[src/rtl/sum_window_accumulator.sv]
// sum_window_accumulator: sums WIN_LEN accepted samples per window and
// presents the window total and average on a registered valid/ready port.
//
// Ports:
//   clk, rst                  clock, synchronous active-high reset
//   clear                     discard the partial window
//   in_valid/in_ready/in_data upstream sample handshake
//   out_valid/out_ready       result handshake
//   out_sum, out_avg          window total and total >> LOG_WIN
module sum_window_accumulator #(
    parameter int DATA_W  = 8,
    parameter int WIN_LEN = 4,
    parameter int LOG_WIN = 2,
    parameter int ACC_W   = DATA_W + LOG_WIN
) (
    input  logic              clk,
    input  logic              rst,
    input  logic              clear,
    input  logic              in_valid,
    output logic              in_ready,
    input  logic [DATA_W-1:0] in_data,
    output logic              out_valid,
    input  logic              out_ready,
    output logic [ACC_W-1:0]  out_sum,
    output logic [DATA_W-1:0] out_avg
);

    typedef enum logic {
        ACC   = 1'b0,
        STALL = 1'b1
    } state_t;

    state_t             state, state_n;
    logic [ACC_W-1:0]   acc, acc_n;
    logic [LOG_WIN-1:0] cnt, cnt_n;
    logic [ACC_W-1:0]   pend, pend_n;
    logic [ACC_W-1:0]   sum_n;
    logic               vld_n;

    logic               in_acc;
    logic               out_acc;
    logic               last;
    logic [ACC_W-1:0]   total;

    // in_ready comes straight from the state flop, so it never
    // depends combinationally on out_ready.
    assign in_ready = (state == ACC);
    assign out_avg  = out_sum[ACC_W-1:LOG_WIN];

    // A sample presented together with clear is dropped.
    assign in_acc  = in_valid & in_ready & ~clear;
    assign out_acc = out_valid & out_ready;
    assign last    = (cnt == LOG_WIN'(WIN_LEN - 1));
    assign total   = acc + ACC_W'(in_data);

    always_ff @(posedge clk) begin
        if (rst) begin
            state     <= ACC;
            acc       <= '0;
            cnt       <= '0;
            pend      <= '0;
            out_sum   <= '0;
            out_valid <= 1'b0;
        end else begin
            state     <= state_n;
            acc       <= acc_n;
            cnt       <= cnt_n;
            pend      <= pend_n;
            out_sum   <= sum_n;
            out_valid <= vld_n;
        end
    end

    always_comb begin
        state_n = state;
        acc_n   = acc;
        cnt_n   = cnt;
        pend_n  = pend;
        sum_n   = out_sum;
        vld_n   = out_valid;

        // A taken result drops valid unless a new one loads below.
        if (out_acc) begin
            vld_n = 1'b0;
        end

        if (clear) begin
            acc_n = '0;
            cnt_n = '0;
        end

        unique case (state)
            ACC: begin
                if (in_acc) begin
                    if (last) begin
                        acc_n = '0;
                        cnt_n = '0;
                        if (!out_valid || out_acc) begin
                            sum_n = total;
                            vld_n = 1'b1;
                        end else begin
                            pend_n  = total;
                            state_n = STALL;
                        end
                    end else begin
                        acc_n = total;
                        cnt_n = cnt + 1'b1;
                    end
                end
            end
            STALL: begin
                if (out_acc) begin
                    sum_n   = pend;
                    vld_n   = 1'b1;
                    state_n = ACC;
                end
            end
            default: begin
                state_n = ACC;
            end
        endcase
    end

endmodule
[config.mk]
export PLATFORM = sky130hd
export DESIGN_NAME = sum_window_accumulator
export DESIGN_NICKNAME = d
export VERILOG_FILES = /design/src/rtl/sum_window_accumulator.sv
export SDC_FILE = /design/constraint.sdc
export NUM_CORES = 1
export LEC_CHECK = 0
export ABC_AREA = 1
export CORE_ASPECT_RATIO = 0.5
export CORE_UTILIZATION = 50
export CTS_BUF_LIST = sky130_fd_sc_hd__clkbuf_4 sky130_fd_sc_hd__clkbuf_8
export CTS_CLUSTER_DIAMETER = 100
export CTS_CLUSTER_SIZE = 30
export DETAILED_ROUTE_END_ITERATION = 10
export GPL_ROUTABILITY_DRIVEN = 0
export PLACE_DENSITY = 0.77
export SLEW_MARGIN = 20
export SYNTH_ARGS = -nofsm -noshare
export SYNTH_HDL_FRONTEND = slang
export SYNTH_SLANG_ARGS = --single-unit
[constraint.sdc]
create_clock -name clk -period 2.05 [get_ports clk]
set_input_delay 0.41 -clock clk [delete_from_list [all_inputs] [get_ports clk]]
set_output_delay 0.41 -clock clk [all_outputs]
set_load 0.005 [all_outputs]
# Word-level counts from Yosys, hierarchy flattened
# Index checks and enable logic that the tools add are counted.
[totals]
reg_bits = 34
latchBits = 0
mem_bits_rw = 0
rom_bits = 0
in_bits = 13
output_inout_bits = 20
n_memories = 0
[classes]
add_sub_neg = 2
multipliers = 0
div = 0
order_cmp = 0
eq_ne = 5
shifts = 0
muxes = 24
n_bitwise = 6
n_reduce_logical = 4
[ops]
columns = ["op", "n"]
rows = [
  ["10-bit 2-to-1 mux", 8],
  ["10-bit one-hot mux with 2 select lines", 1],
  ["10-bit by 8-bit adder with 10-bit output", 1],
  ["1-bit 2-to-1 mux", 9],
  ["2-bit 2-to-1 mux", 4],
  ["2-bit by 1-bit != test with 1-bit output (second input constant)", 4],
  ["4-bit AND reduction", 2],
  ["1-bit one-hot mux with 2 select lines", 2],
  ["1-bit bitwise AND", 3],
  ["1-bit NOT", 3],
  ["2-bit by 1-bit adder with 2-bit output (second input constant)", 1],
  ["2-bit equality test (second input constant)", 1],
  ["1-bit logical NOT", 1],
  ["1-bit logical OR", 1],
]

# Longest topological paths before layout
[logic_depth]
word_depth = 6
ltp_mapped = 12

# Worst setup path after synthesis
# OpenSTA, ideal clock, no wires.
[synth_timing]
kind = "input -> register"
startpoint = "input in_data[0]"
endpoint = "register pend[4]"
arrival_time_ns = 1.579
t_required_ns = 1.980
path_slack_ns = 0.401
path_stages = 9
n_path_buf = 0
path_cell_list = "ha_1 > inv_1 > fa_1 > inv_1 > nand3_1 > nand2_1 > xor2_1 > nand2_1 > a21oi_1"
[synth_between]
elab_chain_cells = 1
[synth_lines]
columns = ["item", "line", "source"]
rows = [
  ["from (decl)", "21", "input logic [DATA_W-1:0] in_data,"],
  ["10-bit by 8-bit adder with 10-bit output", "54", "assign total = acc + ACC_W'(in_data);"],
  ["to (signal assigned)", "68", "pend <= pend_n;"],
  ["to (decl)", "36", "logic [ACC_W-1:0] pend, pend_n;"],
]
# No other way between the ends.
# A chain may end at the register's enable or synchronous reset.

# Worst setup path after layout
[layout_timing]
startpoint = "input in_data[0]"
endpoint = "register out_sum[8]"
[layout_between]
elab_chain_cells = 5
[layout_lines]
columns = ["item", "line", "source"]
rows = [
  ["10-bit by 8-bit adder with 10-bit output", "54", ""],
  ["10-bit 2-to-1 mux", "98", "if (!out_valid || out_acc) begin"],
  ["10-bit 2-to-1 mux", "95", "if (last) begin"],
  ["10-bit 2-to-1 mux", "94", "if (in_acc) begin"],
  ["10-bit one-hot mux with 2 select lines", "92", "unique case (state)"],
  ["to (signal assigned)", "69", "out_sum <= sum_n;"],
  ["to (decl)", "24", "output logic [ACC_W-1:0] out_sum,"],
]
# No other way between the ends. The select of a mux whose other input is x is not followed.

==> flow_summary.yaml <==
die:
  rows: 15
  die_area_um2: 3920
  ios: 33
  die_x_um: 87.6
  core_um2: 3470
  initial_utilization: 0.527
  die_h_um: 44.8
yosys:
  synth_mux_area_frac: 0
  synthTopCellsByArea: "dfxtp_1 (37%), a21oi_1 (12%), nand2_1 (11%)"
  yosys.cell_count.top_type: "nand2_1"
  synth_cells: 250
  synth_cell_type_count: 29
  ys_seq_elements: 34
  synth_area_per_cell_um2: 7.32
  synth_common_cells: "nand2_1 (52), a21oi_1 (43), dfxtp_1 (34)"
  synth_area_um2: 1830
  synth-simple-area-share: 0.241
  synthAdderAreaFrac: 0.0725
  yosys_warnings: 0
  synth_top_family_by_area: "simple AND/OR/NAND/NOR gates"
  synth_xor_area_frac: 0.0144
  synth_nets: 273
  ys_seq_area_frac: 0.372
  async_flop_share: 0
  synth-main-ff-cell: "dfxtp_1"
  synth_edf_count: 0
  yosysTopAreaCellShare: 0.372
  synth_compound_area_frac: 0.198
  yosys.area.top_type: "dfxtp_1"
finish:
  drive_gt1_frac: 0.138
  diodes: 0
  final_nets: 312
  fin_area_um2: 2390
  area_growth_pct: 30.7
  fin_util: 0.689
  multi_input_area_um2: 982
  nFillCells: 273
  register_area_um2: 681
sta:
  slew_headroom: 0.673
  timing.final.crit_share: 0.951
  fmax_ghz: 0.513
  drv_slew: 0
  setup_viol_count_final: 0
  whs_ps: 468
  worstMarginPinSlew_ps: 490
  fin_skew_ps: 3.07
  min_period_ps: 1950
  finalHoldViolCount: 0
global_routing:
  grt_usage: 0.258
  grt_pass1_vias: 1613
  grt_overflow_total: 0
  grt_antenna_before_repair: 0
  grt_pass1_wl_um: 7420
  grt_max_degree: 20
drt:
  postRouteAntennaNets: 0
  routedWlPerCell_um: 14.0
  dr.pass1.iters: 5
  vias: 1844
  drt_iter0_drc: 104
  via_per_inst: 5.41
  routed_wl_um: 4770
  drc: 0
clocking:
  cts_sinks: 34
  cts_setup_buffers: 0
  cts-buffers-inserted: 5
  htreeDepth: 2
  clk_pin_slew_worst_paths_ps: 70
  tritoncts: "done"
  insertion_delay_ps: 290
  cts_buffer_depth: 2
  cts-root-buf: "clkbuf_8"
worst_setup_path:
  worst-path-buf-inv: 3
  worst_setup_path_end_kind: "flop"
  max_stage_delay_ps: 470
  required_ps: 2280
  cp.arrival_ps: 2180
  start_kind: "primary input"
  criticalPathCategory: "in -> reg"
  path_max_fanout: 2
  cp_slowest_cell: "clkdlybuf4s50_1"
  crit_family: "buffers and inverters"
  crit_chain: "clkdlybuf4s50_1 -> ha_2 -> inv_1 -> fa_2 -> inv_1 -> nand3_1 -> nand2_2 -> nand2_1 -> nand3_1 -> nand3_2 -> a21oi_1"
place:
  dpl_cell_area_um2: 2230
  dp_hpwl_um: 3270
  io_buffers: 32
power:
  power.leakage_nw: 1.04
  max-vdd-ir-drop_mv: 0.342
  pwr_density_cell_nw_per_um2: 694
  finalPower_mw: 1.66
run_status:
  status: "complete, no violations"
hold_path:
  hp-class: "reg -> reg"
flow_run:
  cap_violations: 0
[flip-flops by register name (all words and copies together), names as in the netlist]
register / flops
state: 1
acc: 10
out_sum: 10
out_valid: 1
pend: 10
cnt: 2
[through the flow]
| stage | cells | setup slack [ps] | TNS (ps) |
|---|---|---|---|
| after global routing | 341 | -6.36 | -6.36 |
| after detailed placement | 333 | -207 | -2540 |
| final | 341 | 100 | 0 |
| after global placement | 333 | -220 | -2210 |
| after CTS | 341 | 72.7 | 0 |
| after floorplan | 250 | 401 | 0 |
[what timing repair did]
action	4_1_cts	5_1_grt
gates resized for setup	0	5
hold buffers	0	0
setup endpoints to repair	0	7
[worst paths after layout]
kind / from / end / slack [ps] / cells past startpoint
setup / recovery: in_data[0] / out_sum[8]$_SDFFE_PP0P_ / 100 / 11
hold / removal: cnt[1]$_SDFF_PP0_ / cnt[1]$_SDFF_PP0_ / 470 / 2
setup reg to reg: acc[0]$_SDFF_PP0_ / out_sum[8]$_SDFFE_PP0P_ / 350 / 10
hold reg to reg: cnt[1]$_SDFF_PP0_ / cnt[1]$_SDFF_PP0_ / 470 / 2
[final cells by class]
type,instances,share of cell area
multi-input cells,177,0.411
flip-flops and latches,34,0.285
clock inverters,2,0.0251
inverters,24,0.0377
clock buffers,6,0.0345
well taps,51,0.0267
repair buffers,47,0.181
[cell usage in the layout (no fill, tap or decap)]
| master | netlist | layout |
|---|---|---|
| inv_1 | 22 | 22 |
| o2111a_1 | 1 | 1 |
| nor3_2 | 1 | 1 |
| a21boi_0 | 1 | 1 |
| nand2_2 | 2 | 3 |
| or2_2 | 1 | 1 |
| dfxtp_1 | 34 | 34 |
| xor2_2 | 0 | 1 |
| nor2_2 | 1 | 1 |
| nand2_4 | 2 | 2 |
| fa_2 | 0 | 1 |
| clkbuf_8 | 0 | 6 |
| a21oi_1 | 43 | 43 |
| ha_2 | 0 | 1 |
| inv_2 | 2 | 2 |
| xor2_1 | 2 | 1 |
| buf_4 | 9 | 15 |
| nor2_4 | 2 | 2 |
| o21a_1 | 1 | 1 |
| clkdlybuf4s50_1 | 0 | 32 |
| xnor2_1 | 1 | 1 |
| nand2_1 | 52 | 51 |
| a211oi_2 | 1 | 1 |
| nand4_1 | 3 | 3 |
| nand3_1 | 19 | 18 |
| nand3_2 | 0 | 1 |
| o21ai_1 | 7 | 7 |
| nor2_1 | 14 | 14 |
| bufinv_16 | 0 | 2 |
| o211a_1 | 1 | 1 |
| ha_1 | 9 | 8 |
| o21ai_0 | 11 | 11 |
| o21bai_1 | 1 | 1 |
[tightest hold or removal path: cells and delay by family (launching register included)]
family	cells	cell delay, ps
AO/OA/AOI/OAI	1	50
flip-flops	1	320
AND/OR/NAND/NOR	1	60
[power by group]
part / total (mW) / switching (mW) / leakage [nW] / internal, mW
sequential: 0.675 / 0.00593 / 0.275 / 0.669
clock: 0.780 / 0.261 / 0.0714 / 0.519
combinational: 0.206 / 0.117 / 0.691 / 0.0894
[per-layer routing]
layer | up-vias | wire [µm] | global-route usage
met5 | - | 0 | 0
met1 | 849 | 2150 | 0.348
li1 | 908 | - | -
met3 | 13 | 475 | 0.0603
met4 | 0 | 108 | 0.125
met2 | 74 | 2030 | 0.395
[cells by family after synthesis]
logic type      count (synthesis)
xor+xnor                        3
compound gates                 67
fa+ha+maj                      10
simple gates                   97
buf+inv                        39
flops                          34
Note: power is estimated with default switching activity, not from simulation.
